File: config.mk
export PLATFORM = sky130hd
export DESIGN_NAME = uart_rx_os
export DESIGN_NICKNAME = d
export VERILOG_FILES = /design/src/rtl/uart_pkg.sv /design/src/rtl/uart_rx_sync.sv /design/src/rtl/uart_rx_os.sv
export SDC_FILE = /design/constraint.sdc
export NUM_CORES = 1
export LEC_CHECK = 0
export BUFFER_PORTS_ARGS = -buffer_cell sky130_fd_sc_hd__clkbuf_2
export CAP_MARGIN = 25
export CORE_ASPECT_RATIO = 0.5
export CORE_MARGIN = 2
export CORE_UTILIZATION = 62
export CTS_CLUSTER_SIZE = 25
export DETAILED_ROUTE_END_ITERATION = 10
export PLACE_DENSITY = 0.8
export RECOVER_POWER = 25
export SLEW_MARGIN = 10
export SYNTH_ARGS = -nofsm -noshare
export SYNTH_HDL_FRONTEND = slang
export SYNTH_SLANG_ARGS = --single-unit
File: constraint.sdc
create_clock -name rx_clk -period 3.7 [get_ports rx_clk]
set_clock_uncertainty 0.05 [all_clocks]
set_input_delay 0 -clock rx_clk [delete_from_list [all_inputs] [get_ports rx_clk]]
set_output_delay 0 -clock rx_clk [all_outputs]
set_load 0.03 [all_outputs]
File: src/rtl/uart_pkg.sv
// Shared UART receiver definitions: state encoding, parity modes and the parity check helper.
package uart_pkg;

    localparam int DATA_WIDTH_DEF = 8;

    localparam logic PARITY_MODE_EVEN = 1'b0;
    localparam logic PARITY_MODE_ODD  = 1'b1;

    typedef logic [2:0] rx_state_t;

    localparam rx_state_t IDLE   = 3'd0;
    localparam rx_state_t START  = 3'd1;
    localparam rx_state_t DATA   = 3'd2;
    localparam rx_state_t PARITY = 3'd3;
    localparam rx_state_t STOP   = 3'd4;

    // True when the received parity bit disagrees with the data reduction for the chosen mode.
    function automatic logic parity_mismatch(input logic sample, input logic data_xor, input logic odd);
        return sample ^ data_xor ^ odd;
    endfunction

endpackage

File: src/rtl/uart_rx_sync.sv
// Two-flop synchroniser for the serial line plus an armed flag that only allows a start
// after the line has been seen high while the receiver is idle.
module uart_rx_sync (
    input  logic rx_clk,
    input  logic rx_rst,
    input  logic rx_in,
    input  logic idle,
    output logic rs,
    output logic start_det
);

    logic [1:0] sync_reg;
    logic       armed_reg;

    always_ff @(posedge rx_clk) begin
        if (rx_rst) begin
            sync_reg  <= 2'b11;
            armed_reg <= 1'b0;
        end else begin
            sync_reg <= {sync_reg[0], rx_in};
            // Disarm while a frame is in flight so a break cannot retrigger without a high level.
            if (!idle) begin
                armed_reg <= 1'b0;
            end else if (sync_reg[1]) begin
                armed_reg <= 1'b1;
            end
        end
    end

    assign rs        = sync_reg[1];
    assign start_det = armed_reg & ~sync_reg[1];

endmodule

File: src/rtl/uart_rx_os.sv
// Oversampling UART receiver with configurable frame format and a valid/ready output
// holding the received word together with parity, stop and overrun status.
module uart_rx_os
    import uart_pkg::*;
#(
    parameter int DATA_WIDTH = DATA_WIDTH_DEF,
    parameter int OVERSAMPLE = 16,
    parameter int PARITY_EN  = 1,
    parameter int PARITY_ODD = 0,
    parameter int STOP_BITS  = 1
) (
    input  logic                  rx_clk,
    input  logic                  rx_rst,
    input  logic                  rx_in,
    output logic [DATA_WIDTH-1:0] rx_data,
    output logic                  rx_valid,
    input  logic                  rx_ready,
    output logic                  parity_bit_error,
    output logic                  stop_bit_error,
    output logic                  overrun_error
);

    localparam int TW = $clog2(OVERSAMPLE);
    localparam int BW = $clog2(DATA_WIDTH + 1);
    localparam logic [TW-1:0] TICK_LAST = TW'(OVERSAMPLE - 1);
    localparam logic [TW-1:0] TICK_MID  = TW'(OVERSAMPLE / 2 - 1);
    localparam logic [BW-1:0] DATA_LAST = BW'(DATA_WIDTH - 1);
    localparam logic [BW-1:0] STOP_LAST = BW'(STOP_BITS - 1);
    localparam logic          ODD_MODE  = (PARITY_ODD != 0) ? PARITY_MODE_ODD : PARITY_MODE_EVEN;

    rx_state_t             state_reg, state_next;
    logic [TW-1:0]         tick_reg, tick_next;
    logic [BW-1:0]         bit_cnt_reg, bit_cnt_next;
    logic [DATA_WIDTH-1:0] shift_reg, shift_next;
    logic                  err_p_reg, err_p_next;
    logic                  err_s_reg, err_s_next;
    logic                  commit_reg, commit_next;

    logic [DATA_WIDTH-1:0] data_reg;
    logic                  valid_reg, perr_reg, serr_reg, ovr_reg;

    logic rs, start_det, mid;

    uart_rx_sync u_sync (
        .rx_clk    (rx_clk),
        .rx_rst    (rx_rst),
        .rx_in     (rx_in),
        .idle      (state_reg == IDLE),
        .rs        (rs),
        .start_det (start_det)
    );

    assign mid = (tick_reg == TICK_LAST);

    always_comb begin
        state_next   = state_reg;
        tick_next    = mid ? '0 : tick_reg + 1'b1;
        bit_cnt_next = bit_cnt_reg;
        shift_next   = shift_reg;
        err_p_next   = err_p_reg;
        err_s_next   = err_s_reg;
        commit_next  = 1'b0;
        case (state_reg)
            IDLE: begin
                tick_next    = '0;
                bit_cnt_next = '0;
                if (start_det) begin
                    state_next = START;
                end
            end
            START: begin
                // Half a bit in: re-check the line, then count whole bit periods from the centre.
                if (tick_reg == TICK_MID) begin
                    tick_next  = '0;
                    err_p_next = 1'b0;
                    err_s_next = 1'b0;
                    state_next = rs ? IDLE : DATA;
                end
            end
            DATA: begin
                if (mid) begin
                    shift_next   = {rs, shift_reg[DATA_WIDTH-1:1]};
                    bit_cnt_next = bit_cnt_reg + 1'b1;
                    if (bit_cnt_reg == DATA_LAST) begin
                        bit_cnt_next = '0;
                        state_next   = (PARITY_EN != 0) ? PARITY : STOP;
                    end
                end
            end
            PARITY: begin
                if (mid) begin
                    err_p_next = parity_mismatch(rs, ^shift_reg, ODD_MODE);
                    state_next = STOP;
                end
            end
            STOP: begin
                if (mid) begin
                    err_s_next   = err_s_reg | ~rs;
                    bit_cnt_next = bit_cnt_reg + 1'b1;
                    if (bit_cnt_reg == STOP_LAST) begin
                        state_next  = IDLE;
                        commit_next = 1'b1;
                    end
                end
            end
            default: state_next = IDLE;
        endcase
    end

    always_ff @(posedge rx_clk) begin
        if (rx_rst) begin
            state_reg   <= IDLE;
            tick_reg    <= '0;
            bit_cnt_reg <= '0;
            shift_reg   <= '0;
            err_p_reg   <= 1'b0;
            err_s_reg   <= 1'b0;
            commit_reg  <= 1'b0;
            data_reg    <= '0;
            valid_reg   <= 1'b0;
            perr_reg    <= 1'b0;
            serr_reg    <= 1'b0;
            ovr_reg     <= 1'b0;
        end else begin
            state_reg   <= state_next;
            tick_reg    <= tick_next;
            bit_cnt_reg <= bit_cnt_next;
            shift_reg   <= shift_next;
            err_p_reg   <= err_p_next;
            err_s_reg   <= err_s_next;
            commit_reg  <= commit_next;
            ovr_reg     <= 1'b0;
            if (commit_reg && (!valid_reg || rx_ready)) begin
                data_reg  <= shift_reg;
                perr_reg  <= err_p_reg;
                serr_reg  <= err_s_reg;
                valid_reg <= 1'b1;
            end else begin
                // A full output drops the new frame; the held word stays untouched.
                if (commit_reg) begin
                    ovr_reg <= 1'b1;
                end
                if (valid_reg && rx_ready) begin
                    valid_reg <= 1'b0;
                end
            end
        end
    end

    assign rx_data          = data_reg;
    assign rx_valid         = valid_reg;
    assign parity_bit_error = perr_reg;
    assign stop_bit_error   = serr_reg;
    assign overrun_error    = ovr_reg;

endmodule
==> flow_summary_export.csv <==
group,metric,value,unit
status,outcome,"finished clean",
routing,drc_errors,0,
routing,vias,1374,
yosys,synth_flop_cell,"dfxtp_1",
timing,fmax,455,MHz
finish,drive_gt1_share,10.6,%
yosys,syn_area,0.00171,mm2
floorplanning,num_rows,13,
min_path,hp-class,"flip-flop to flip-flop",
job,cap_violations,0,
global_route,antenna_found_initial,0,
routing,first_pass_iters,5,
setup_path,cpMaxStageDelayCell,"and3_1",
floorplanning,start_util,65.6,%
global_route,grt_max_degree,35,
setup_path,worst_path_largest_cell_delay,0.60,ns
setup_path,end_kind,"flip-flop",
setup_path,path_delay_family,"compound AO/OA/AOI/OAI gates",
timing,min_period,2.20,ns
floorplanning,coreArea,0.00260,mm2
cts,cts_buffers,5,
routing,vias_per_cell,5.85,
timing,holdWs,0.369,ns
setup_path,crit_buf_inv,0,
power,p_per_area,455,mW/mm2
timing,hold_viol,0,
finish,antennaDiodeCount,0,
finish,seq_area,741,um2
cts,path_clk_slew,0.07,ns
routing,wl_per_cell,14.0,um
cts,h-tree-depth,2,
cts,clockBufferDepth,2,
cts,clk_latency,0.29,ns
routing,drt-initial-drc-count,62,
yosys,synth_warnings,0,
timing,relSlewSlack,7.32,%
power,ir_drop,0.230,mV
cts,ctsResizeCount,0,
routing,totalWireLength,3290,um
global_route,overflow,0,
setup_path,critPathMaxFanout,17,
place,place_hpwl,2190,um
finish,final_util,72.3,%
timing,finalSetupTns,0,ns
setup_path,worstSetupStartpointType,"flip-flop",
cts,tritoncts,"yes",
yosys,yosysTopAreaCell,"dfxtp_1",
finish,final_nets,204,
yosys,synth.net_count,190,
global_route,grt.total_usage,22.6,%
timing,period_share,59.3,%
yosys,synth_top_cell_area_share,43.4,%
yosys,ys_ff_latch,37,
global_route,grt_pass1_wl,5340,um
yosys,netlist-cell-type-count,45,
timing,drv_slew,0,
finish,fill_cells,211,
setup_path,critical_path_required,3.76,ns
cts,clock-root-buffer,"clkbuf_8",
floorplanning,die_x,78.2,um
place,place.gp.congestion,0.824,
setup_path,worstSetupPathType,"flip-flop to flip-flop",
timing,tightestPinTransition,1.39,ns
cts,cts_num_sinks,37,
setup_path,path_cells,"ha_1 -> and3_1 -> o21ai_0 -> a2111oi_0 -> a211oi_1",
yosys,synthCells,183,
place,portBuffers,15,
finish,area_growth,10.2,%
power,power_leakage,0.739,nW
yosys,synth_edf_count,0,
finish,stdcell_count,235,
floorplanning,ios,16,
yosys,seq_area_frac_synth,43.4,%
setup_path,crit_arrival,2.25,ns
yosys,async_reset_ff_share,0,%
finish,multi_input_area,846,um2
timing,setup_viol,0,
global_route,grt_pass1_vias,1217,
place,place_inst,225,
floorplanning,die_h,41.1,um
yosys,synth.area.top_cells,"dfxtp_1, mux2i_1, a21oi_1, nand3_1, nand2_1",
floorplanning,die-area,0.00322,mm2
routing,antenna_left,0,
timing,rsz0062_at_grt,"no",
yosys,avgSynthCellArea,9.33,um2
==> synth_stat cells, drive strengths merged, types with 2 or more instances <==
library cell / instances
dfxtp: 37
a21oi: 15
nand2: 13
nand3: 13
nor2: 13
mux2i: 10
inv: 8
clkbuf: 6
nor3: 6
buf: 5
o21ai: 5
or2: 4
a211oi: 3
ha: 3
maj3: 3
nor3b: 3
nor4: 3
o41ai: 3
xnor2: 3
xor2: 3
o21a: 2
xnor3: 2
==> kinds of logic after synthesis <==
| kind of cell | count (synthesis) | share of synthesized area (%) |
|---|---|---|
| adder cells (fa/ha/maj) | 6 | 3.96 |
| XOR/XNOR | 8 | 5.71 |
| buffers and inverters | 20 | 7.11 |
| AND/OR/NAND/NOR | 64 | 19.3 |
| multiplexers | 10 | 5.86 |
| AO/OA/AOI/OAI | 38 | 14.7 |
| flip-flops | 37 | 43.4 |
==> routing by layer <==
metal / vias to the layer above / part of all wire (%) / GRT usage, %
li1: 680 / - / -
met1: 652 / 47 / 26.9
met2: 40 / 46 / 39.9
met3: 2 / 5.6 / 7.05
met4: 0 / 0.82 / 10.1
met5: - / 0 / 0
==> metrics by stage <==
stage               setup slack (ns)  area (um2)  power, W
global route                    1.31        1880  0.000884
CTS                             1.58        1890  0.000860
detailed placement              1.62        1750  0.000495
global placement                1.73        1750  0.000492
floorplan                       1.86        1710  0.000484
finish                          1.50        1880  0.000856
==> worst paths after layout <==
check | start | endpoint | slack [ns] | cells past startpoint
hold / removal | u_sync.sync_reg[0]$_SDFF_PP1_ | u_sync.sync_reg[1]$_SDFF_PP1_ | 0.37 | 1
setup reg to reg | tick_reg[0]$_SDFF_PP0_ | state_reg[1]$_SDFFE_PP0P_ | 1.50 | 5
hold reg to reg | u_sync.sync_reg[0]$_SDFF_PP1_ | u_sync.sync_reg[1]$_SDFF_PP1_ | 0.37 | 1
setup / recovery | tick_reg[0]$_SDFF_PP0_ | state_reg[1]$_SDFFE_PP0P_ | 1.50 | 5
==> what timing repair did <==
| item | in CTS | in global routing |
|---|---|---|
| hold buffers | 2 | 0 |
| setup endpoints to repair | 0 | 0 |
| setup buffers | 0 | 0 |
| endpoints found under the hold margin | 2 | 0 |
==> cell usage in the layout (no fill, tap or decap), drive strengths merged, types with 4 or more instances in the layout <==
master | Yosys | routed
a21oi | 15 | 15
clkbuf | 6 | 21
dfxtp | 37 | 37
inv | 8 | 8
mux2i | 10 | 10
nand2 | 13 | 13
nand3 | 13 | 13
nor2 | 13 | 13
nor3 | 6 | 6
o21ai | 5 | 5
or2 | 4 | 4
==> layout make-up <==
type                    count  share of cell area (%)
multi-input cells         126                    44.9
flip-flops and latches     37                    39.4
repair buffers             19                    5.25
clock buffers               6                    4.39
well taps                  37                    2.46
clock inverters             2                    1.99
inverters                   8                    1.60
==> power breakdown <==
part | internal (W) | leakage, nW | switching (W)
Sequential | 0.000407 | 0.299 | 0.0000153
Combinational | 0.0000267 | 0.383 | 0.0000396
Clock | 0.000219 | 0.0574 | 0.000149
No activity file was read; power rests on OpenSTA's default activity.
